===== src/rtl/mem_io_responder.sv =====
// mem_io_responder
// Memory-stage responder for the memory-mapped I/O window. Decodes the
// EXE/MEM address, answers loads combinationally, performs stores into
// three output ports, synchronizes two switch inputs and keeps a sticky
// input-change flag readable (and read-cleared) through a status word.
//
// Optional feature: define MEM_IO_TIMER_EN to add a 32-bit free-running
// cycle counter at word offset 6 (loadable by a store). Without it, offset 6
// reads 0 and stores to it are ignored.
//
// Word map (offset = malu[4:2]):
//   0 in_port0 (sync, RO)   1 in_port1 (sync, RO)
//   2 out_port0 (RW)        3 out_port1 (RW)      4 out_port2 (RW)
//   5 status {31'b0, chg}   6 timer (RO/loadable)  7 reserved (reads 0)
module mem_io_responder #(
    parameter int unsigned IN_WIDTH = 10,
    parameter logic [7:0]  IO_BASE  = 8'h80
) (
    input  logic                clock,
    input  logic                resetn,
    input  logic [31:0]         malu,
    input  logic [31:0]         mb,
    input  logic                mwmem,
    input  logic                mm2reg,
    input  logic [IN_WIDTH-1:0] in_port0,
    input  logic [IN_WIDTH-1:0] in_port1,
    output logic [31:0]         out_port0,
    output logic [31:0]         out_port1,
    output logic [31:0]         out_port2,
    output logic                io_sel,
    output logic [31:0]         io_rdata
);

    localparam logic [2:0] OFF_IN0  = 3'd0;
    localparam logic [2:0] OFF_IN1  = 3'd1;
    localparam logic [2:0] OFF_OUT0 = 3'd2;
    localparam logic [2:0] OFF_OUT1 = 3'd3;
    localparam logic [2:0] OFF_OUT2 = 3'd4;
    localparam logic [2:0] OFF_STAT = 3'd5;
    localparam logic [2:0] OFF_TMR  = 3'd6;

    logic [2:0]          offset_s;
    logic                wr_s;
    logic                clr_chg_s;
    logic                set_chg_s;
    logic [31:0]         timer_s;
    logic                chg_r;
    logic [IN_WIDTH-1:0] s1_0_r;
    logic [IN_WIDTH-1:0] s2_0_r;
    logic [IN_WIDTH-1:0] s3_0_r;
    logic [IN_WIDTH-1:0] s1_1_r;
    logic [IN_WIDTH-1:0] s2_1_r;
    logic [IN_WIDTH-1:0] s3_1_r;

    // Only address bits [7:2] take part in decoding; fold the rest away.
    logic unused_s;
    assign unused_s = ^{malu[31:8], malu[1:0]};

    // Address decode, store enable and change-flag set/clear conditions.
    always_comb begin
        io_sel    = ((malu[7:0] & 8'hE0) == IO_BASE);
        offset_s  = malu[4:2];
        wr_s      = mwmem & io_sel;
        clr_chg_s = mm2reg & io_sel & (offset_s == OFF_STAT);
        set_chg_s = (s2_0_r != s3_0_r) | (s2_1_r != s3_1_r);
    end

    // Load data mux; zero outside the window, reserved offset reads zero.
    always_comb begin
        io_rdata = 32'h0;
        if (io_sel) begin
            case (offset_s)
                OFF_IN0:  io_rdata = 32'(s2_0_r);
                OFF_IN1:  io_rdata = 32'(s2_1_r);
                OFF_OUT0: io_rdata = out_port0;
                OFF_OUT1: io_rdata = out_port1;
                OFF_OUT2: io_rdata = out_port2;
                OFF_STAT: io_rdata = {31'h0, chg_r};
                OFF_TMR:  io_rdata = timer_s;
                default:  io_rdata = 32'h0;
            endcase
        end else begin
            io_rdata = 32'h0;
        end
    end

    // Output port registers written by in-window stores to offsets 2..4.
    always_ff @(posedge clock or negedge resetn) begin
        if (!resetn) begin
            out_port0 <= 32'h0;
            out_port1 <= 32'h0;
            out_port2 <= 32'h0;
        end else if (wr_s) begin
            case (offset_s)
                OFF_OUT0: out_port0 <= mb;
                OFF_OUT1: out_port1 <= mb;
                OFF_OUT2: out_port2 <= mb;
                default:  ;
            endcase
        end
    end

    // Two-flop synchronizers plus a history stage used for change detection.
    always_ff @(posedge clock or negedge resetn) begin
        if (!resetn) begin
            s1_0_r <= '0;
            s2_0_r <= '0;
            s3_0_r <= '0;
            s1_1_r <= '0;
            s2_1_r <= '0;
            s3_1_r <= '0;
        end else begin
            s1_0_r <= in_port0;
            s2_0_r <= s1_0_r;
            s3_0_r <= s2_0_r;
            s1_1_r <= in_port1;
            s2_1_r <= s1_1_r;
            s3_1_r <= s2_1_r;
        end
    end

    // Sticky change flag; a new change beats a simultaneous status read-clear.
    always_ff @(posedge clock or negedge resetn) begin
        if (!resetn) begin
            chg_r <= 1'b0;
        end else if (set_chg_s) begin
            chg_r <= 1'b1;
        end else if (clr_chg_s) begin
            chg_r <= 1'b0;
        end else begin
            chg_r <= chg_r;
        end
    end

`ifdef MEM_IO_TIMER_EN
    logic [31:0] timer_r;

    // Free-running cycle counter, loadable by a store to offset 6.
    always_ff @(posedge clock or negedge resetn) begin
        if (!resetn) begin
            timer_r <= 32'h0;
        end else if (wr_s && (offset_s == OFF_TMR)) begin
            timer_r <= mb;
        end else begin
            timer_r <= timer_r + 32'h1;
        end
    end

    assign timer_s = timer_r;
`else
    assign timer_s = 32'h0;
`endif

endmodule


===== config.mk =====
export PLATFORM = sky130hd
export DESIGN_NAME = mem_io_responder
export DESIGN_NICKNAME = d
export VERILOG_FILES = /design/src/rtl/mem_io_responder.sv
export SDC_FILE = /design/constraint.sdc
export NUM_CORES = 1
export LEC_CHECK = 0
export CAP_MARGIN = 20
export CORE_MARGIN = 5
export CORE_UTILIZATION = 49
export DETAILED_ROUTE_END_ITERATION = 10
export GPL_ROUTABILITY_DRIVEN = 0
export GPL_TIMING_DRIVEN = 0
export PLACE_DENSITY_LB_ADDON = 0.12
export SYNTH_ARGS = -nofsm -noshare
export SYNTH_HDL_FRONTEND = slang
export SYNTH_SLANG_ARGS = --single-unit

===== constraint.sdc =====
create_clock -name clock -period 2.6 [get_ports clock]
set_clock_uncertainty 0.15 [all_clocks]
set_input_delay 0.39 -clock clock [delete_from_list [all_inputs] [get_ports clock]]
set_output_delay 0.39 -clock clock [all_outputs]
set_load 0.1 [all_outputs]

Yosys cells after proc, flatten, opt, wreduce, memory -nomap -nowiden --
Cells that the tools add are included.
Word-level totals: register bits 157, bits of input ports 88, output and inout bits 129, word-level logic and storage cells 31
Cells by class: equality and inequality tests 8, mux-type cells 4, bitwise logic cells 4, reductions and logical operators 5
Operators by type and width (count):
- case mux 32 bit (6 select lines) | 1
- 2-to-1 mux 32 bit | 1
- != test 10 bit | 2
- == test 3 bit, second input constant | 3
- == test 3 x 2 -> 1 bit, second input constant | 2
- AND reduction 2 bit | 3
- bitwise AND 1 bit | 3
- == test 3 x 1 -> 1 bit, second input constant | 1
- logical NOT 3 bit | 1
- 2-to-1 mux 1 bit | 2
- nonzero test 2 bit | 1
- OR 1 bit | 1

Logic depth before layout (Yosys ltp) --
Gate-level depths: netlist of the first run.
word-level depth 5, gate-level depth with buffers 7, depth with buffers taken out 4

Least setup slack after synthesis of the first run --
No wires, ideal clock.
kind input port to output port, from in malu[6], to out io_rdata[10], arrival 3157 ps, data required time 2060 ps, slack -1097 ps, stages on the path 4, path buffers 1, cells stage by stage nor3b_4 > nand2_1 > clkbuf_1 > nor2_1
Between the ends: word-level cells in the longest chain between the ends 2
RTL lines:
- start: declaration | line 21 | input logic [31:0] malu,
- == test 3 bit | line 61 | io_sel = ((malu[7:0] & 8'hE0) == IO_BASE);
- 2-to-1 mux 32 bit | line 71 | if (io_sel) begin
- end: declaration | line 31 | output logic [31:0] io_rdata
Every way passes these cells.

Worst setup path after layout of the first run --
from reg out_port0[2], to out io_rdata[2]
Between the ends: word-level cells in the longest chain between the ends 2
RTL lines:
- start: declaration | line 27 | output logic [31:0] out_port0,
- start signal: assignment | line 95 | OFF_OUT0: out_port0 <= mb;
- case mux 32 bit (6 select lines) | line 72 | case (offset_s)
- 2-to-1 mux 32 bit | line 71
Every way passes these cells.

==> results of run 1 <==
[cell usage after synthesis (2+ instances only)]
cell | count | share of area [%]
dfrtp_1 | 157 | 61
mux2_2 | 65 | 11
nor2_1 | 54 | 3.2
mux2_1 | 38 | 6.7
mux2i_1 | 29 | 4.5
a21oi_1 | 22 | 1.7
xnor2_1 | 12 | 1.6
xor2_1 | 8 | 1.1
buf_2 | 7 | 0.55
clkbuf_1 | 7 | 0.41
a222oi_1 | 6 | 0.94
a22o_1 | 6 | 0.82
buf_6 | 6 | 1.1
nand2_1 | 4 | 0.23
nand4_1 | 4 | 0.39
o22a_1 | 4 | 0.55
a2bb2oi_1 | 3 | 0.41
buf_4 | 3 | 0.35
nand2b_1 | 2 | 0.20
nand3_1 | 2 | 0.16
nor4_1 | 2 | 0.20
[cells in the final DEF (no fill, tap or decap), types with 4 or more instances in the layout]
master and n:
a222oi_1 6, nor2_4 31, buf_6 17, bufinv_16 5
clkinv_2 4, xnor2_1 12, xor2_1 8, clkbuf_16 17
a21oi_1 19, mux2_1 38, nor2_1 21, buf_4 28
o22a_1 4, a22o_1 6, mux2i_1 29, clkdlybuf4s50_1 153
nand4_1 4, clkbuf_8 5, mux2_2 65, dfrtp_1 157
buf_2 6
[flip-flops by register name, indices dropped and copies added (netlist names), 10 cells and up]
signal / count
s2_1_r: 10
out_port1: 32
s2_0_r: 10
s3_0_r: 10
out_port2: 32
out_port0: 32
s1_1_r: 10
s3_1_r: 10
s1_0_r: 10
[timing repair]
item | in CTS | in global routing
endpoints found under the hold margin | 59 | 0
hold buffers | 1 | 0
resized for setup | 230 | 9
pin swaps | 8 | 5
setup buffers | 6 | 0
cloned | 0 | 0
endpoints found under the setup margin | 33 | 7
[report_power, final]
part           total [mW]  internal (mW)  switching [mW]  leakage, nW
Combinational        2.59          0.670            1.92         1.93
Clock                2.63           1.69           0.941        0.303
Sequential           2.89           2.69           0.194         1.98
[worst max-delay path by stage]
stage | startpoint | to | slack [ns] | depth (start not counted)
after CTS | malu[2] | io_rdata[4] | 0.008 | 7
after floorplan | malu[5] | io_rdata[10] | -0.34 | 4
after global routing | out_port1[0]$_DFFE_PN0P_ | out_port1[0] | 0.02 | 1
after global placement | resetn | out_port0[29]$_DFFE_PN0P_ | -5.09 | 1
final | out_port0[2]$_DFFE_PN0P_ | io_rdata[2] | 0.07 | 5
after detailed placement | malu[2] | io_rdata[27] | -1.38 | 6
[kinds of logic (layout without fill, tap and decap cells)]
group	count (synthesis)	after routing	share of synthesized area [%]
DFF	157	157	61.46
muxes	132	132	22.69
and+or+nand+nor	78	78	6.048
AOI/OAI and AO/OA	42	42	4.580
buffers and inverters	25	253	2.486
xor gates and xnor gates	20	20	2.740
[per-layer routing]
metal	wire [µm]	part of all wire, %	up-vias
met5	0	0	-
met4	291	1.6	0
met3	1236	7.0	25
met2	9007	51	164
met1	7203	41	2350
li1	-	-	2036
[worst max-delay path: stages (launching register included)]
cell      delay, ns
dfrtp_1        0.39
mux2_2         0.28
a22o_1         0.20
a222oi_1       0.44
nor2_4         0.07
buf_6          0.20
[cell type report]
cell class	instances	area, µm²
buffer	23	232.7
clock buffer	19	432.9
clock inverter	12	193.9
fill	862	3197
inverter	2	7.507
multi-input combinational	272	2557
sequential	157	3929
tap	172	215.2
timing repair buffer	197	1957
[per-stage QoR]
stage	TNS (ns)	utilization (%)	cell area (µm²)	cells	total power [mW]
2_1_floorplan	-10.99	-	6659	454	4.763
3_3_place_gp	-838.85	68.90	8766	815	5.451
3_5_place_dp	-41.58	69.13	8795	816	5.497
4_1_cts	0	74.71	9505	854	8.165
5_1_grt	0	74.87	9525	854	8.353
6_report	0	74.87	9525	854	8.108
==> flow_summary.toml, run 1 <==
[floorplan]
rows = 41
ioPinCount = 217
placeableCoreArea_mm2 = 0.01272
die_y_um = 124.2
start_util_pct = 50.25
die_w_um = 124.2
dieArea_mm2 = 0.01543

[timing]
min_period_ns = 2.534
hold_ws_ns = 0.1943
finalHoldViolCount = 0
setup_slack_ns = 0.06610
fmax_mhz = 394.6
finalCritPeriodShare_pct = 97.46
finalMaxSlewViolations = 0
rsz0062_at_grt = "no"
setup_violations = 0
slew_headroom_pct = 30.81
worst_pin_slew_ns = 1.035

[synthesis]
synth_area_mm2 = 0.006392
yosys_register_bits = 157
synth-seq-area-share_pct = 61.46
ys_types = 34
syn_avg_cell_area_um2 = 14.08
syn-instance-count = 454
yosysWarnings = 0
synthFlopType = "dfrtp_1"
async_reset_ff_share_pct = 100.0
synth_edf_count = 0
syn_nets = 542

[layout]
area_growth_pct = 49.01
fin_nets = 758
drive_above_1_share_pct = 29.91
diodes = 0

[cts]
htree_levels = 4
cts_max_path_buffers = 2
clk_pin_slew_ns = 0.06
clkSinkCount = 157
clock-root-buffer = "clkbuf_16"
clk_latency_ns = 0.42
cts_buffers = 17
cts_tree = "done"

[route]
first_pass_iters = 6
vias = 4575
postRouteAntennaNets = 0
drt_iter0_drc = 354
drc = 0
routed_wl_um = 17740
via_per_inst = 5.357
avgRoutedWirePerCell_um = 20.77

[global_route]
grt_overflow = 0
grt_max_degree = 99
grt_pass1_wl_um = 28160
grt.busiest_layer = "met2"
grt_antenna_before_repair = 0
grtUsageMet1_pct = 28.75
grt_use_total_pct = 23.34
grt_pass1_vias = 5094
met2_usage_pct = 39.44
grt_util_met3_pct = 7.333

[setup_path]
cp-start-kind = "flop"
cp_max_fo = 3
arrival_ns = 1.99
worstRegToRegCells = 4
critical_path_class = "reg -> out"
timing.rr.end = "chg_r$_DFFE_PN0P_"
r2r-start = "s2_1_r[7]$_DFF_PN0_"
cp.required_ns = 2.06
worst_setup_path_end_kind = "output port"
rrSetupSlack_ns = 1.06

[power]
irDropWorstVdd_mv = 0.5169
power.density_mw_per_mm2 = 851.2
p_leak_nw = 4.213

[hold_path]
hold_class = "reg -> reg"
hold_path_depth = 0
min_to = "s2_1_r[0]$_DFF_PN0_"
worstHoldStart = "s1_1_r[0]$_DFF_PN0_"

[placed_design]
pre_cts_ws_ns = -1.378
place_hpwl_um = 12100
numPortBuffers = 189

[run]
drv_cap = 0

[run_status]
outcome = "finished clean"
(Power assumes the default switching activity.)
==> run 2: changes to the inputs <==
--- a/config.mk
+++ b/config.mk
@@ -12,6 +12,7 @@
 export GPL_ROUTABILITY_DRIVEN = 0
 export GPL_TIMING_DRIVEN = 0
 export PLACE_DENSITY_LB_ADDON = 0.12
+export REMOVE_ABC_BUFFERS = 1
 export SYNTH_ARGS = -nofsm -noshare
 export SYNTH_HDL_FRONTEND = slang
 export SYNTH_SLANG_ARGS = --single-unit
==> flow_summary.toml, run 2 (synthesized netlist as in run 1, its figures left out) <==
[power]
p_leak_nw = 4.141
irDropWorstVdd_mv = 0.6676
power.density_mw_per_mm2 = 841.3

[floorplan]
dieArea_mm2 = 0.01543
die_y_um = 124.2
placeableCoreArea_mm2 = 0.01272
die_w_um = 124.2
start_util_pct = 50.25
ioPinCount = 217
rows = 41

[route]
via_per_inst = 5.325
routed.top_layer = "met4"
routed_wl_um = 16570
vias = 4494
first_pass_iters = 5
wl_met3_um = 1193
drt_iter0_drc = 267
wl_met2_um = 8349
drc = 0
avgRoutedWirePerCell_um = 19.63
wl_met1_um = 6803
postRouteAntennaNets = 0

[hold_path]
hold_path_depth = 0
hold_class = "reg -> reg"

[layout]
final_cells = 844
reg.largest.list = "out_port0: 32 flops, out_port1: 32 flops, out_port2: 32 flops"
fin_area_mm2 = 0.009219
diodes = 0
area_growth_pct = 44.22
final_common_cell = "dfrtp_1"
layout_common_cells = "dfrtp_1 (157), clkdlybuf4s50_1 (153), mux2_2 (65)"
drive_above_1_share_pct = 24.55
fin_nets = 747

[run_status]
outcome = "finished clean"

[timing]
finalHoldViolCount = 0
finalCritPeriodShare_pct = 97.76
setup_slack_ns = 0.05824
setup_violations = 0
fmax_mhz = 393.4
worst_pin_slew_ns = 1.022
slew_headroom_pct = 31.62
finalMaxSlewViolations = 0
min_period_ns = 2.542
rsz0062_at_grt = "yes"

[global_route]
grt_antenna_before_repair = 0
grt_overflow = 0
grt_pass1_vias = 4853
grt_pass1_wl_um = 26890
grt_max_degree = 103
grt_use_total_pct = 21.98

[placed_design]
place_area_mm2 = 0.008509
pre_cts_ws_ns = -2.062
place_inst = 799
place_hpwl_um = 11220
numPortBuffers = 190

[setup_path]
worst_setup_path_end_kind = "output port"
arrival_ns = 2.00
cp.required_ns = 2.06
critPathBufInv = 3
cp_max_fo = 24
cp-start-kind = "input pin"
path_delay_family = "buffers and inverters"
critical_path_depth = 7
critical_path_class = "in -> out"
worstRegToRegCells = 4
cp_cell_sequence = "buf_8 > buf_16 > nor2_1 > a22o_1 > a222oi_1 > nor2_1 > buf_4"
cpMostUsedCell = "nor2_1"
max_stage_delay_ns = 0.50
cp_slowest_cell = "nor2_1"
rrSetupSlack_ns = 0.98

[run]
drv_cap = 0

[cts]
clock-root-buffer = "clkbuf_16"
clk_pin_slew_ns = 0.06
cts_tree = "done"
cts_buffers = 17
clkSinkCount = 157
clk_latency_ns = 0.42
htree_levels = 4
cts_max_path_buffers = 2
## run 2: timing repair
action / CTS / global route
hold buffers: 1 / 0
endpoints found under the hold margin: 55 / 0
pin swaps: 3 / 1
cloned: 0 / 0
gates resized for setup: 210 / 28
setup buffers: 10 / 2
endpoints found under the setup margin: 129 / 27
## run 2: area by class of cell
cell class	instances	area, µm²
clock buffer	19	432.9
clock inverter	13	125.1
fill	900	3503
inverter	2	7.507
multi-input combinational	272	2354
sequential	157	3929
tap	172	215.2
timing repair buffer	209	2156
## run 2: worst register-to-register path, delay by kind of cell (launching register included)
family	cells	cell delay, ns
simple gates	3	0.68
xor+xnor	1	0.24
flops	1	0.42
## run 2: per-stage QoR
step	hold WS [ns]	utilization (%)	setup TNS (ns)	total power [mW]
3_3_place_gp	0.1834	65.70	-1165.85	5.405
2_1_floorplan	-0.05559	-	-81.62	4.703
5_1_grt	0.2031	72.46	-0.008761	8.025
3_5_place_dp	0.1847	66.89	-150.75	5.454
6_report	0.1974	72.46	0	7.756
4_1_cts	0.1981	71.56	0	7.809
## run 2: path summary, 6_finish.rpt
path,from,endpoint
worst max-delay path,malu[2],io_rdata[8]
worst min-delay path,s1_0_r[6]$_DFF_PN0_,s2_0_r[6]$_DFF_PN0_
worst max register to register,s2_0_r[8]$_DFF_PN0_,chg_r$_DFFE_PN0P_
worst min register to register,s1_0_r[6]$_DFF_PN0_,s2_0_r[6]$_DFF_PN0_
max in group asynchronous,resetn,out_port1[25]$_DFFE_PN0P_
min in group asynchronous,resetn,s2_1_r[8]$_DFF_PN0_
## run 2: routing by layer
layer | up-vias | GRT usage [%]
li1 | 2018 | -
met1 | 2295 | 27.43
met2 | 162 | 35.97
met3 | 19 | 7.676
met4 | 0 | 7.028
met5 | - | 0
## run 2: power breakdown
group          switching (mW)  internal (mW)
clock network           0.936           1.40
registers               0.181           2.69
logic                    1.89          0.664
